--- config.mk ---
export PLATFORM = sky130hd
export DESIGN_NAME = chunk_deserializer
export DESIGN_NICKNAME = d
export VERILOG_FILES = /design/src/rtl/chunk_deser_pkg.sv /design/src/rtl/chunk_deser_out_reg.sv /design/src/rtl/chunk_deserializer.sv
export SDC_FILE = /design/constraint.sdc
export NUM_CORES = 1
export LEC_CHECK = 0
export BUFFER_PORTS_ARGS = -buffer_cell sky130_fd_sc_hd__buf_2
export CORE_ASPECT_RATIO = 0.5
export CORE_UTILIZATION = 30
export DETAILED_ROUTE_END_ITERATION = 10
export SLEW_MARGIN = 20
export SYNTH_ARGS = -nofsm -noshare
export SYNTH_HDL_FRONTEND = slang
export SYNTH_HIERARCHICAL = 1
export SYNTH_SLANG_ARGS = --single-unit
--- constraint.sdc ---
create_clock -name clk -period 2.1 [get_ports clk]
set_input_delay 0.315 -clock clk [delete_from_list [all_inputs] [get_ports clk]]
set_output_delay 0.315 -clock clk [all_outputs]
set_load 0.05 [all_outputs]
--- src/rtl/chunk_deser_pkg.sv ---
// Shared types and default sizes for the chunk deserializer that feeds
// the 3x3 parity/AND reduction tree.
package chunk_deser_pkg;

  localparam int CHUNK_W    = 3;
  localparam int NUM_CHUNKS = 3;
  localparam int WIDTH      = CHUNK_W * NUM_CHUNKS;

  // FILL assembles a word; DROP discards the rest of an over-long frame
  typedef enum logic {
    FILL = 1'b0,
    DROP = 1'b1
  } state_t;

endpackage

--- src/rtl/chunk_deser_out_reg.sv ---
// One-entry valid/ready holding register for assembled words.
// A new word may load in the same cycle the current one is handed off,
// which gives full throughput without a bubble.  Also counts handed-off
// words, wrapping at 2^CNT_W.
module chunk_deser_out_reg #(
  parameter int WIDTH = 9,
  parameter int CNT_W = 16
) (
  input  logic             clk,
  input  logic             rst_n,
  input  logic             load,
  input  logic [WIDTH-1:0] load_data,
  input  logic             out_ready,
  output logic             out_valid,
  output logic [WIDTH-1:0] out_data,
  output logic [CNT_W-1:0] word_cnt,
  output logic             can_load
);

  logic handshake;

  assign handshake = out_valid && out_ready;
  assign can_load  = !out_valid || out_ready;

  // Hold, replace or retire the pending word and count each handoff
  always_ff @(posedge clk) begin
    if (!rst_n) begin
      out_valid <= 1'b0;
      out_data  <= '0;
      word_cnt  <= '0;
    end else begin
      if (handshake) begin
        word_cnt <= word_cnt + CNT_W'(1);
      end
      if (load) begin
        out_valid <= 1'b1;
        out_data  <= load_data;
      end else if (handshake) begin
        out_valid <= 1'b0;
      end
    end
  end

endmodule

--- src/rtl/chunk_deserializer.sv ---
// Collects NUM_CHUNKS framed beats of CHUNK_W bits into one word, first
// beat in the MSBs, and hands it downstream through a registered
// valid/ready stage.  Frames that end early or run long are flagged with
// one-cycle error pulses and discarded.  NUM_CHUNKS must be at least 2.
module chunk_deserializer
  import chunk_deser_pkg::*;
#(
  parameter int CHUNK_W    = chunk_deser_pkg::CHUNK_W,
  parameter int NUM_CHUNKS = chunk_deser_pkg::NUM_CHUNKS,
  parameter int CNT_W      = 16
) (
  input  logic                          clk,
  input  logic                          rst_n,
  input  logic                          in_valid,
  output logic                          in_ready,
  input  logic [CHUNK_W-1:0]            in_data,
  input  logic                          in_last,
  output logic                          out_valid,
  input  logic                          out_ready,
  output logic [CHUNK_W*NUM_CHUNKS-1:0] out_data,
  output logic                          err_short,
  output logic                          err_long,
  output logic [CNT_W-1:0]              word_cnt
);

  localparam int WIDTH = CHUNK_W * NUM_CHUNKS;
  localparam int IDX_W = (NUM_CHUNKS > 1) ? $clog2(NUM_CHUNKS) : 1;
  localparam logic [IDX_W-1:0] LAST_IDX = IDX_W'(NUM_CHUNKS - 1);

  state_t           state;
  state_t           state_next;
  logic [IDX_W-1:0] beat_idx;
  logic [IDX_W-1:0] idx_next;
  logic [WIDTH-1:0] assembly;
  logic [WIDTH-1:0] assembly_next;
  logic [WIDTH-1:0] shifted;
  logic             load;
  logic             can_load;
  logic             short_next;
  logic             long_next;

  // Earlier beats sit in the low bits, so appending the new beat at the
  // bottom leaves the first beat in the MSBs once the word is complete.
  assign shifted = {assembly[WIDTH-CHUNK_W-1:0], in_data};

  // Next-state, beat acceptance and word/error decisions
  always_comb begin
    state_next    = state;
    idx_next      = beat_idx;
    assembly_next = assembly;
    in_ready      = 1'b0;
    load          = 1'b0;
    short_next    = 1'b0;
    long_next     = 1'b0;
    case (state)
      FILL: begin
        if (beat_idx != LAST_IDX) begin
          in_ready = 1'b1;
          if (in_valid) begin
            if (in_last) begin
              short_next    = 1'b1;
              idx_next      = '0;
              assembly_next = '0;
            end else begin
              assembly_next = shifted;
              idx_next      = beat_idx + IDX_W'(1);
            end
          end
        end else begin
          // The final beat can only be taken when the output slot frees up
          // this cycle, hence the combinational path from out_ready.
          in_ready = can_load;
          if (in_valid && can_load) begin
            idx_next      = '0;
            assembly_next = '0;
            if (in_last) begin
              load = 1'b1;
            end else begin
              long_next  = 1'b1;
              state_next = DROP;
            end
          end
        end
      end
      DROP: begin
        in_ready = 1'b1;
        if (in_valid && in_last) begin
          state_next = FILL;
          idx_next   = '0;
        end
      end
      default: begin
        state_next = FILL;
      end
    endcase
  end

  // State, beat index, assembly register and registered error pulses
  always_ff @(posedge clk) begin
    if (!rst_n) begin
      state     <= FILL;
      beat_idx  <= '0;
      assembly  <= '0;
      err_short <= 1'b0;
      err_long  <= 1'b0;
    end else begin
      state     <= state_next;
      beat_idx  <= idx_next;
      assembly  <= assembly_next;
      err_short <= short_next;
      err_long  <= long_next;
    end
  end

  chunk_deser_out_reg #(
    .WIDTH (WIDTH),
    .CNT_W (CNT_W)
  ) u_out_reg (
    .clk       (clk),
    .rst_n     (rst_n),
    .load      (load),
    .load_data (shifted),
    .out_ready (out_ready),
    .out_valid (out_valid),
    .out_data  (out_data),
    .word_cnt  (word_cnt),
    .can_load  (can_load)
  );

  // An offered beat must stay offered until it is taken
  property p_hold_valid;
    @(posedge clk) disable iff (!rst_n) (in_valid && !in_ready) |=> in_valid;
  endproperty
  a_hold_valid: assert property (p_hold_valid);

endmodule
**After elaboration in Yosys (flattened, before gate mapping)**

Cells that the tools add are included.

- Register bits after elaboration: 37
- Output and inout port bits: 29

- Bitwise gates (word level): 4
- Equality and inequality tests: 5
- Reductions and logical operators: 11
- Mux-type cells: 23
- Add/subtract/negate cells: 2

Operators by type and width:

| operator | count |
|---|---|
| 6-bit 2-to-1 mux | 4 |
| 16-bit by 1-bit adder with 16-bit output (second input constant) | 1 |
| 1-bit 2-to-1 mux | 11 |
| 2-bit 2-to-1 mux | 5 |
| 3-bit != test (second input constant) | 2 |
| 3-bit AND reduction | 2 |
| 2-bit != test (second input constant) | 2 |
| 1-bit inverter | 4 |
| 1-bit case mux with 2 select lines | 2 |
| 2-bit case mux with 2 select lines | 1 |
| 2-bit nonzero test | 2 |
| 4-bit OR reduction | 1 |
| 1-bit logical AND | 3 |
| 2-bit by 1-bit adder with 2-bit output (second input constant) | 1 |
| 2-bit by 1-bit != test with 1-bit output (second input constant) | 1 |
| 2-bit OR reduction | 1 |
| 1-bit logical NOT | 1 |
| 1-bit logical OR | 1 |

**Logic depth before layout (Yosys ltp)**

Gate-level depths: netlist of the first run.

- Word-level depth: 7
- Mapped depth: 6
- Mapped depth without buffers: 5

**By module**

Netlist of the first run, hierarchy kept.

Modules (own cells, without submodules):

| module | instances | cells an instance | area each (um^2) |
|---|---|---|---|
| chunk_deser_out_reg | 1 | 114 | 1058.5 |
| chunk_deserializer | 1 | 55 | 520.5 |

**Worst setup path before layout of the first run**

No wires, ideal clock.

- Path kind: register to register
- Start point: register u_out_reg.out_valid
- End point: register u_out_reg.word_cnt[12]
- Buffers on the path: 1
- Library setup time: 0.071 ns
- Arrival: 1.733 ns
- Cell stages (with the launch flop): 6
- Setup slack: 0.296 ns
- Period minus slack after synthesis: 1.804 ns
- Cell sequence: dfxtp_1 and4_1 buf_4 nand4_4 or3_1 a21oi_1

- Cells in the longest elaborated chain, start to end: 1

RTL lines:

| element | RTL line | source |
|---|---|---|
| from (decl) | chunk_deser_out_reg.sv:14 | `output logic out_valid,` |
| from (signal assigned) | chunk_deser_out_reg.sv:28 | `out_valid <= 1'b0;` |
| from (signal assigned) | chunk_deser_out_reg.sv:36 | `out_valid <= 1'b1;` |
| from (signal assigned) | chunk_deser_out_reg.sv:39 | `out_valid <= 1'b0;` |
| 1-bit logical AND | chunk_deser_out_reg.sv:22 | `assign handshake = out_valid && out_ready;` |
| to (signal assigned) | chunk_deser_out_reg.sv:33 | `word_cnt <= word_cnt + CNT_W'(1);` |
| to (decl) | chunk_deser_out_reg.sv:16 | `output logic [CNT_W-1:0] word_cnt,` |

No other way between the ends.
A chain may end at the register's enable or synchronous reset.

**Worst setup path in the final report of the first run**

Ends and elaborated chain as after synthesis.

==> impl_metrics.csv, run 1 <==
group,metric,value,unit
sta,timing.fmax,605,MHz
logic_synthesis,synth_edf_count,0,
cells_and_area,syn2layout_area_growth,24.1,%
clock_network,postCtsHoldBufs,0,
global_route,grt-ovfl-total,0,
detailed_routing,drcViolationCount,0,
setup_path,critPathMaxFanout,9,
sta,hold_viol_final,0,
setup_path,reg2reg_depth,4,
die,fp.coreArea,5000,um2
logic_synthesis,synthMuxAreaShare,6.97,%
clock_network,cts_num_sinks,37,
logic_synthesis,yosys.area_share.simple,26.4,%
die,die_w,105,um
global_route,grt_first_pass_wirelength,4880,um
sta,finalSetupViolCount,0,
hold_path,hold_class,"input pin to flip-flop",
logic_synthesis,ys.flop_type,"dfxtp_1",
logic_synthesis,postSynthAreaPerCell,9.34,um2
detailed_routing,postRouteWirelength,3170,um
power,p_leak,0.000795,uW
power,power,1410,uW
clock_network,root_buffer,"clkbuf_8",
placement,dp_hpwl,2250,um
detailed_routing,vias,1317,
logic_synthesis,yosys_warnings,6,
logic_synthesis,synth_nets,180,
clock_network,clk_pin_slew,0.08,ns
flow_run,maxCapViolCount,0,
die,start_util,31.6,%
logic_synthesis,synth_top_area_share,46.9,%
global_route,grt_max_degree,27,
die,ios,37,
logic_synthesis,synth-seq-cells,37,
die,rows,18,
detailed_routing,viasPerCell,4.70,
clock_network,cts_buffer_depth,2,
global_route,antenna_found_initial,0,
detailed_routing,dr.pass1.iters,4,
cells_and_area,drive_gt1_share,23.8,%
logic_synthesis,yosys-top-cells-area,"dfxtp_1 47%, mux2i_1 7.0%, nor2_1 5.0%, xor2_1 5.0%, o21ai_0 3.8%",
die,fp.dieH,53.3,um
clock_network,cts_tree,"built",
logic_synthesis,synth_commonest_cells,"37 x dfxtp_1, 21 x nor2_1, 12 x o21ai_0",
setup_path,arrival,1.87,ns
logic_synthesis,syn_inst,169,
clock_network,ctsResizeCount,0,
setup_path,rrSetupSlack,0.45,ns
logic_synthesis,synth_top_family_by_area,"simple AND/OR/NAND/NOR gates",
sta,worstMarginPinSlew,0.358,ns
logic_synthesis,yosysMostFrequentCell,"dfxtp_1",
sta,rsz0062_at_grt,"false",
logic_synthesis,synthXorXnorAreaFrac,4.99,%
setup_path,r2r_end,"u_out_reg/word_cnt[12]",
cells_and_area,final_nets,220,
setup_path,crit_path_end,"u_out_reg/word_cnt[12]",
logic_synthesis,seq_area_frac_synth,46.9,%
detailed_routing,routedWlPerCell,11.3,um
detailed_routing,final_antenna_net_count,0,
global_route,grt_pass1_vias,1106,
clock_network,numCtsBuffers,5,
sta,slew_headroom,76.1,%
die,die_area,5580,um2
logic_synthesis,synth_cell_types,32,
logic_synthesis,async_flop_share,0,%
detailed_routing,drtIter0Drc,22,
global_route,grt_usage,11.6,%
cells_and_area,antenna_cells,0,
setup_path,cp-start-kind,"flip-flop",
setup_path,cp.required,2.32,ns
sta,period_minus_slack,1.65,ns
clock_network,clk_latency,0.30,ns
setup_path,r2r_start,"u_out_reg/out_valid",
placement,gp_congestion,0.720,
power,vdd_drop_max,0.247,mV
logic_synthesis,netlist_area,1580,um2
placement,io_buffer_count,36,
power,power.density,722,nW/um2
sta,finalSetupTns,0,ns
setup_path,startpoint,"u_out_reg/out_valid",
clock_network,cts_setup_buffers,0,
clock_network,htree_levels,2,
logic_synthesis,synth-adder-area-share,2.38,%
logic_synthesis,synth-compound-area-share,10.2,%
setup_path,endpoint_kind,"flip-flop",
setup_path,crit_type,"flip-flop to flip-flop",
status,status,"completed",
logic_synthesis,synth_area_leader_cell,"dfxtp_1",
sta,maxSlewViolCount,0,
sta,period_share,78.7,%
sta,finClkSkew,0.00907,ns
[cell usage in the layout (no fill, tap or decap), types with 2 or more instances in the layout]
| cell type | count |
|---|---|
| nor2_1 | 21 |
| buf_2 | 36 |
| buf_4 | 2 |
| nand4_1 | 8 |
| mux2i_1 | 11 |
| clkbuf_8 | 6 |
| dfxtp_1 | 37 |
| inv_1 | 2 |
| nand3_1 | 8 |
| nand2_1 | 11 |
| a21boi_0 | 5 |
| and3_1 | 2 |
| ha_1 | 3 |
| or3_1 | 6 |
| and4_1 | 5 |
| xor2_1 | 9 |
| nand2b_1 | 2 |
| o21ai_0 | 12 |
| a21oi_1 | 8 |
[logic make-up after synthesis]
group | after synthesis
muxes | 11
adders and majority gates | 3
AOI/OAI and AO/OA | 28
xor gates and xnor gates | 9
and+or+nand+nor | 73
buffers and inverters | 8
DFF | 37
[registers in the layout, summed over array words and instances (netlist names)]
signal and count:
assembly 6, state 1, err_short 1, u_out_reg/out_valid 1
u_out_reg/word_cnt 16, u_out_reg/out_data 9, err_long 1, beat_idx 2
[metrics by stage]
stage	setup WS [ns]	instance area [um2]	cells	hold WS, ns	utilization [%]
4_1_cts	0.443	1960	280	0.266	39.2
3_5_place_dp	0.429	1840	272	0.463	36.8
3_3_place_gp	0.507	1840	272	0.451	36.8
5_1_grt	0.352	1960	280	0.295	39.2
6_report	0.447	1960	280	0.275	39.2
2_1_floorplan	0.296	1580	169	0.438	-
[layout make-up]
| class | instances | area, um2 |
|---|---|---|
| tap | 70 | 87.6 |
| inverter | 3 | 11.3 |
| multi-input combinational | 124 | 805 |
| clock inverter | 2 | 37.5 |
| fill | 515 | 3040 |
| timing repair buffer | 38 | 195 |
| sequential | 37 | 741 |
| clock buffer | 6 | 82.6 |
[how the worst min path moves through the flow]
stage / startpoint / end / slack [ns] / cells past startpoint
after detailed placement: beat_idx[0] / beat_idx[0] / 0.46 / 2
after CTS: in_data[2] / u_out_reg/out_data[2] / 0.27 / 3
final: in_data[2] / u_out_reg/out_data[2] / 0.28 / 3
after global placement: beat_idx[0] / beat_idx[0] / 0.45 / 2
after floorplan: beat_idx[0] / beat_idx[0] / 0.44 / 2
after global routing: in_data[2] / u_out_reg/out_data[2] / 0.30 / 3
[per-layer routing]
layer,global-route usage [%],up-vias,part of all wire [%]
met5,0,-,0
li1,-,681,-
met3,3.20,7,3.2
met1,12.0,615,45
met4,8.45,0,2.0
met2,21.3,14,49
[where the power goes]
| group | internal [uW] | switching (uW) | leakage (uW) |
|---|---|---|---|
| Clock | 386 | 260 | 0.0000574 |
| Combinational | 20.9 | 36.1 | 0.000439 |
| Sequential | 707 | 3.67 | 0.000299 |
[worst max-delay path: stages, from the launching register on]
cell and delay, ns:
dfxtp_1 0.41, and4_1 0.42, nand4_4 0.20, or3_1 0.38, a21oi_1 0.16
No activity file was read; power rests on OpenSTA's default activity.
==> run 2, diff against run 1 <==
==> constraint.sdc (replaced) <==
create_clock -name clk -period 1.65 [get_ports clk]
set_input_delay 0.2475 -clock clk [delete_from_list [all_inputs] [get_ports clk]]
set_output_delay 0.2475 -clock clk [all_outputs]
set_load 0.05 [all_outputs]
==> impl_metrics.csv, run 2 (synthesis gave the netlist of run 1 again) <==
group,metric,value,unit
status,status,"completed",
cells_and_area,reg.largest.list,"u_out_reg/word_cnt: 16 flops, u_out_reg/out_data: 9 flops, assembly: 6 flops",
detailed_routing,vias,1334,
cells_and_area,final_nets,223,
setup_path,critPathTopFamily,"flip-flops",
cells_and_area,nFillCells,521,
sta,finalSetupViolCount,0,
setup_path,critPathMaxFanout,4,
global_route,grt_max_degree,25,
die,start_util,31.6,%
setup_path,crit_buf_inv,2,
cells_and_area,final_core_utilization,38.9,%
global_route,grt_first_pass_wirelength,4960,um
sta,slew_headroom,74.8,%
setup_path,r2r_start,"u_out_reg/out_valid",
sta,period_share,89.6,%
cells_and_area,final_common_cell,"buf_2",
sta,hold_viol_final,0,
sta,period_minus_slack,1.48,ns
flow_run,maxCapViolCount,0,
die,fp.coreArea,5000,um2
sta,worstMarginPinSlew,0.377,ns
detailed_routing,routedWlPerCell,11.3,um
clock_network,clk_latency,0.29,ns
hold_path,hold_depth,3,
hold_path,hold_class,"input pin to flip-flop",
setup_path,crit_type,"flip-flop to primary output",
detailed_routing,drcViolationCount,0,
die,die_area,5580,um2
clock_network,cts_num_sinks,37,
clock_network,root_buffer,"clkbuf_8",
global_route,grt-ovfl-total,0,
placement,gp_congestion,0.754,
placement,io_buffer_count,36,
clock_network,clk_pin_slew,0.07,ns
sta,finalSetupTns,0,ns
cells_and_area,layout_common_cells,"36 x buf_2, 31 x dfxtp_1, 21 x nor2_1",
detailed_routing,dr.pass1.iters,6,
clock_network,cts_tree,"built",
cells_and_area,drive_gt1_share,27.0,%
detailed_routing,viasPerCell,4.75,
clock_network,cts_buffer_depth,2,
die,fp.dieH,53.3,um
die,ios,37,
placement,place_ws,0.160,ns
sta,maxSlewViolCount,0,
sta,rsz0062_at_grt,"false",
setup_path,cpMaxStageDelayCell,"dfxtp_1",
detailed_routing,postRouteWirelength,3180,um
cells_and_area,largest_reg_flops,16,
setup_path,arrival,1.23,ns
setup_path,critical_path.max_stage_delay,0.33,ns
global_route,antenna_found_initial,0,
setup_path,rrSetupSlack,0.19,ns
sta,finClkSkew,0.00334,ns
global_route,grt_usage,11.7,%
power,power.density,802,nW/um2
sta,timing.fmax,677,MHz
hold_path,holdCritStartpoint,"in_data[0]",
clock_network,htree_levels,2,
setup_path,cp-start-kind,"flip-flop",
power,vdd_drop_max,0.304,mV
cells_and_area,syn2layout_area_growth,23.1,%
hold_path,hold_path_end,"u_out_reg/out_data[0]",
clock_network,ctsResizeCount,0,
detailed_routing,final_antenna_net_count,0,
setup_path,r2r_end,"u_out_reg/word_cnt[12]",
clock_network,numCtsBuffers,5,
die,rows,18,
global_route,grt_pass1_vias,1120,
cells_and_area,antenna_cells,0,
power,p_leak,0.000796,uW
die,die_w,105,um
setup_path,cp.required,1.40,ns
clock_network,postCtsHoldBufs,0,
setup_path,crit_chain,"inv_1, ha_1, nand2_1, buf_2",
setup_path,endpoint_kind,"primary output",
clock_network,cts_setup_buffers,0,
sta,setup_slack,0.172,ns
detailed_routing,drtIter0Drc,37,
setup_path,reg2reg_depth,4,
cells_and_area,max_flop_register,"u_out_reg/word_cnt",
placement,dp_hpwl,2280,um
## run 2: layer usage
metal / routed length, um / global-route usage (%) / up-vias
met5: 0 / 0 / -
met3: 91 / 3.57 / 10
met2: 1480 / 20.4 / 21
met1: 1540 / 13.0 / 616
met4: 73 / 7.04 / 0
li1: - / - / 687
## run 2: worst max-delay path by stage
stage	startpoint	cells past startpoint	to	slack, ns
6_report	beat_idx[0]	4	in_ready	0.17
5_1_grt	u_out_reg/out_valid	4	u_out_reg/word_cnt[14]	0.06
4_1_cts	beat_idx[0]	4	in_ready	0.15
3_5_place_dp	out_ready	5	u_out_reg/word_cnt[12]	0.16
3_3_place_gp	out_ready	5	u_out_reg/word_cnt[14]	0.21
2_1_floorplan	u_out_reg/word_cnt[5]	4	u_out_reg/word_cnt[15]	0.02
## run 2: cell type report
class / instances / area [um2] / area share (%)
Multi-Input combinational cell: 124 / 805 / 41.4
Sequential cell: 37 / 748 / 38.5
Timing Repair Buffer: 41 / 218 / 11.2
Tap cell: 70 / 87.6 / 4.51
Clock buffer: 5 / 68.8 / 3.54
Inverter: 3 / 11.3 / 0.580
Clock inverter: 1 / 5.00 / 0.258
## run 2: where the power goes
| group | switching, uW | total, uW | internal [uW] |
|---|---|---|---|
| clock network | 303 | 581 | 278 |
| logic | 45.8 | 72.4 | 26.6 |
| registers | 4.57 | 905 | 900 |
| total | 354 | 1560 | 1200 |
## run 2: worst register-to-register path, cell delays in order (launching register included)
cell and delay [ns]:
dfxtp_2 0.37, and4_1 0.34, nand4_4 0.17, or3_1 0.37, a21oi_1 0.14
## run 2: metrics by stage
step	total power [uW]	area, um2	cells	hold WS, ns
2_1_floorplan	971	1590	169	0.395
4_1_cts	1580	1940	281	0.214
3_3_place_gp	998	1870	275	0.451
6_report	1560	1940	281	0.215
3_5_place_dp	999	1870	275	0.459
5_1_grt	1620	1940	281	0.218
==> run 3, diff against run 2 <==
--- a/config.mk
+++ b/config.mk
@@ -9,6 +9,7 @@
 export CORE_ASPECT_RATIO = 0.5
 export CORE_UTILIZATION = 30
 export DETAILED_ROUTE_END_ITERATION = 10
+export PLACE_DENSITY = 0.59
 export SLEW_MARGIN = 20
 export SYNTH_ARGS = -nofsm -noshare
 export SYNTH_HDL_FRONTEND = slang
==> impl_metrics.csv, run 3 (synthesis gave the netlist of run 1 again) <==
group,metric,value,unit
cells_and_area,max_flop_register,"u_out_reg/word_cnt",
power,p_leak,0.000807,uW
cells_and_area,syn2layout_area_growth,25.0,%
placement,io_buffer_count,36,
die,fp.coreArea,5000,um2
cells_and_area,final_common_cell,"buf_2",
clock_network,ctsResizeCount,0,
detailed_routing,final_antenna_net_count,0,
clock_network,cts_tree,"built",
detailed_routing,drtIter0Drc,19,
power,vdd_drop_max,0.290,mV
die,die_w,105,um
cells_and_area,antenna_cells,0,
clock_network,numCtsBuffers,5,
detailed_routing,routedWlPerCell,11.3,um
setup_path,cpMaxStageDelayCell,"dfxtp_1",
sta,hold_viol_final,0,
setup_path,critPathTopFamily,"flip-flops",
global_route,grt_first_pass_wirelength,5090,um
clock_network,clk_pin_slew,0.08,ns
detailed_routing,viasPerCell,4.59,
hold_path,hold_class,"input pin to flip-flop",
setup_path,critPathMaxFanout,4,
cells_and_area,drive_gt1_share,27.7,%
global_route,grt_max_degree,25,
cells_and_area,final_nets,223,
setup_path,endpoint_kind,"primary output",
sta,timing.fmax,675,MHz
power,power.density,819,nW/um2
global_route,grt_usage,11.8,%
placement,dp_hpwl,2280,um
placement,placed_cells,275,
clock_network,root_buffer,"clkbuf_8",
status,status,"completed",
sta,finClkSkew,0.00645,ns
clock_network,cts_setup_buffers,0,
sta,maxSlewViolCount,0,
sta,finalSetupViolCount,0,
sta,finalSetupTns,0,ns
setup_path,cp-start-kind,"flip-flop",
sta,period_share,89.8,%
global_route,grt-ovfl-total,0,
cells_and_area,layout_common_cells,"36 x buf_2, 31 x dfxtp_1, 21 x nor2_1",
cells_and_area,multi_input_area,805,um2
sta,timing.hold.ws,0.212,ns
cells_and_area,reg.largest.list,"u_out_reg/word_cnt: 16 flops, u_out_reg/out_data: 9 flops, assembly: 6 flops",
flow_run,maxCapViolCount,0,
sta,rsz0062_at_grt,"false",
sta,period_minus_slack,1.48,ns
detailed_routing,drcViolationCount,0,
clock_network,clk_latency,0.29,ns
detailed_routing,postRouteWirelength,3200,um
cells_and_area,finalNonFillerCells,283,
setup_path,crit_chain,"inv_1, ha_1, nand2_1, buf_2",
setup_path,crit_buf_inv,2,
die,ios,37,
die,fp.dieH,53.3,um
clock_network,cts_num_sinks,37,
clock_network,htree_levels,2,
detailed_routing,vias,1300,
die,rows,18,
sta,worstMarginPinSlew,0.378,ns
die,die_area,5580,um2
sta,slew_headroom,74.7,%
cells_and_area,area.sequential,748,um2
setup_path,critical_path.max_stage_delay,0.33,ns
detailed_routing,dr.pass1.iters,4,
global_route,antenna_found_initial,0,
setup_path,cp.required,1.40,ns
cells_and_area,nFillCells,528,
clock_network,postCtsHoldBufs,0,
global_route,grt_pass1_vias,1126,
cells_and_area,largest_reg_flops,16,
clock_network,cts_buffer_depth,2,
cells_and_area,final_core_utilization,39.5,%
die,start_util,31.6,%
setup_path,arrival,1.23,ns
placement,gp_congestion,0.748,
setup_path,crit_type,"flip-flop to primary output",
[run 3: cell type report]
cell class | count | share of cell area [%]
multi-input cells | 124 | 40.8
flip-flops and latches | 37 | 37.9
repair buffers | 41 | 11.7
well taps | 70 | 4.44
clock buffers | 5 | 3.49
clock inverters | 3 | 1.14
inverters | 3 | 0.571
[run 3: through the flow]
step | worst slack (ns) | area, um2 | power, uW
after floorplan | 0.0162 | 1590 | 971
after global routing | 0.0709 | 1970 | 1700
after detailed placement | 0.153 | 1880 | 1000
final | 0.168 | 1970 | 1620
after global placement | 0.210 | 1880 | 999
after CTS | 0.148 | 1970 | 1640
[run 3: tightest hold or removal path, delay by kind of cell]
| kind | cells | cell delay [ns] |
|---|---|---|
| buffers and inverters | 1 | 0.09 |
| muxes | 1 | 0.06 |
| and+or+nand+nor | 1 | 0.07 |
[run 3: final timing paths]
kind,start,endpoint,slack [ns],cells past startpoint
worst max-delay path,beat_idx[0],in_ready,0.17,4
worst min-delay path,in_data[0],u_out_reg/out_data[0],0.21,3
worst max register to register,u_out_reg/out_valid,u_out_reg/word_cnt[12],0.18,4
worst min register to register,beat_idx[0],beat_idx[0],0.46,2
[run 3: where the power goes]
part           switching, uW  internal [uW]  total (uW)  leakage, uW
Clock                    338            299         637    0.0000481
Sequential              4.43            900         904     0.000302
Combinational           46.6           27.0        73.6     0.000457
Total                    389           1230        1620     0.000807
[run 3: routing by layer]
layer  GRT usage [%]  wire length [um]
met1            13.3              1590
met2            21.1              1490
met3            4.68               114
met4            3.52                 8
met5               0                 0
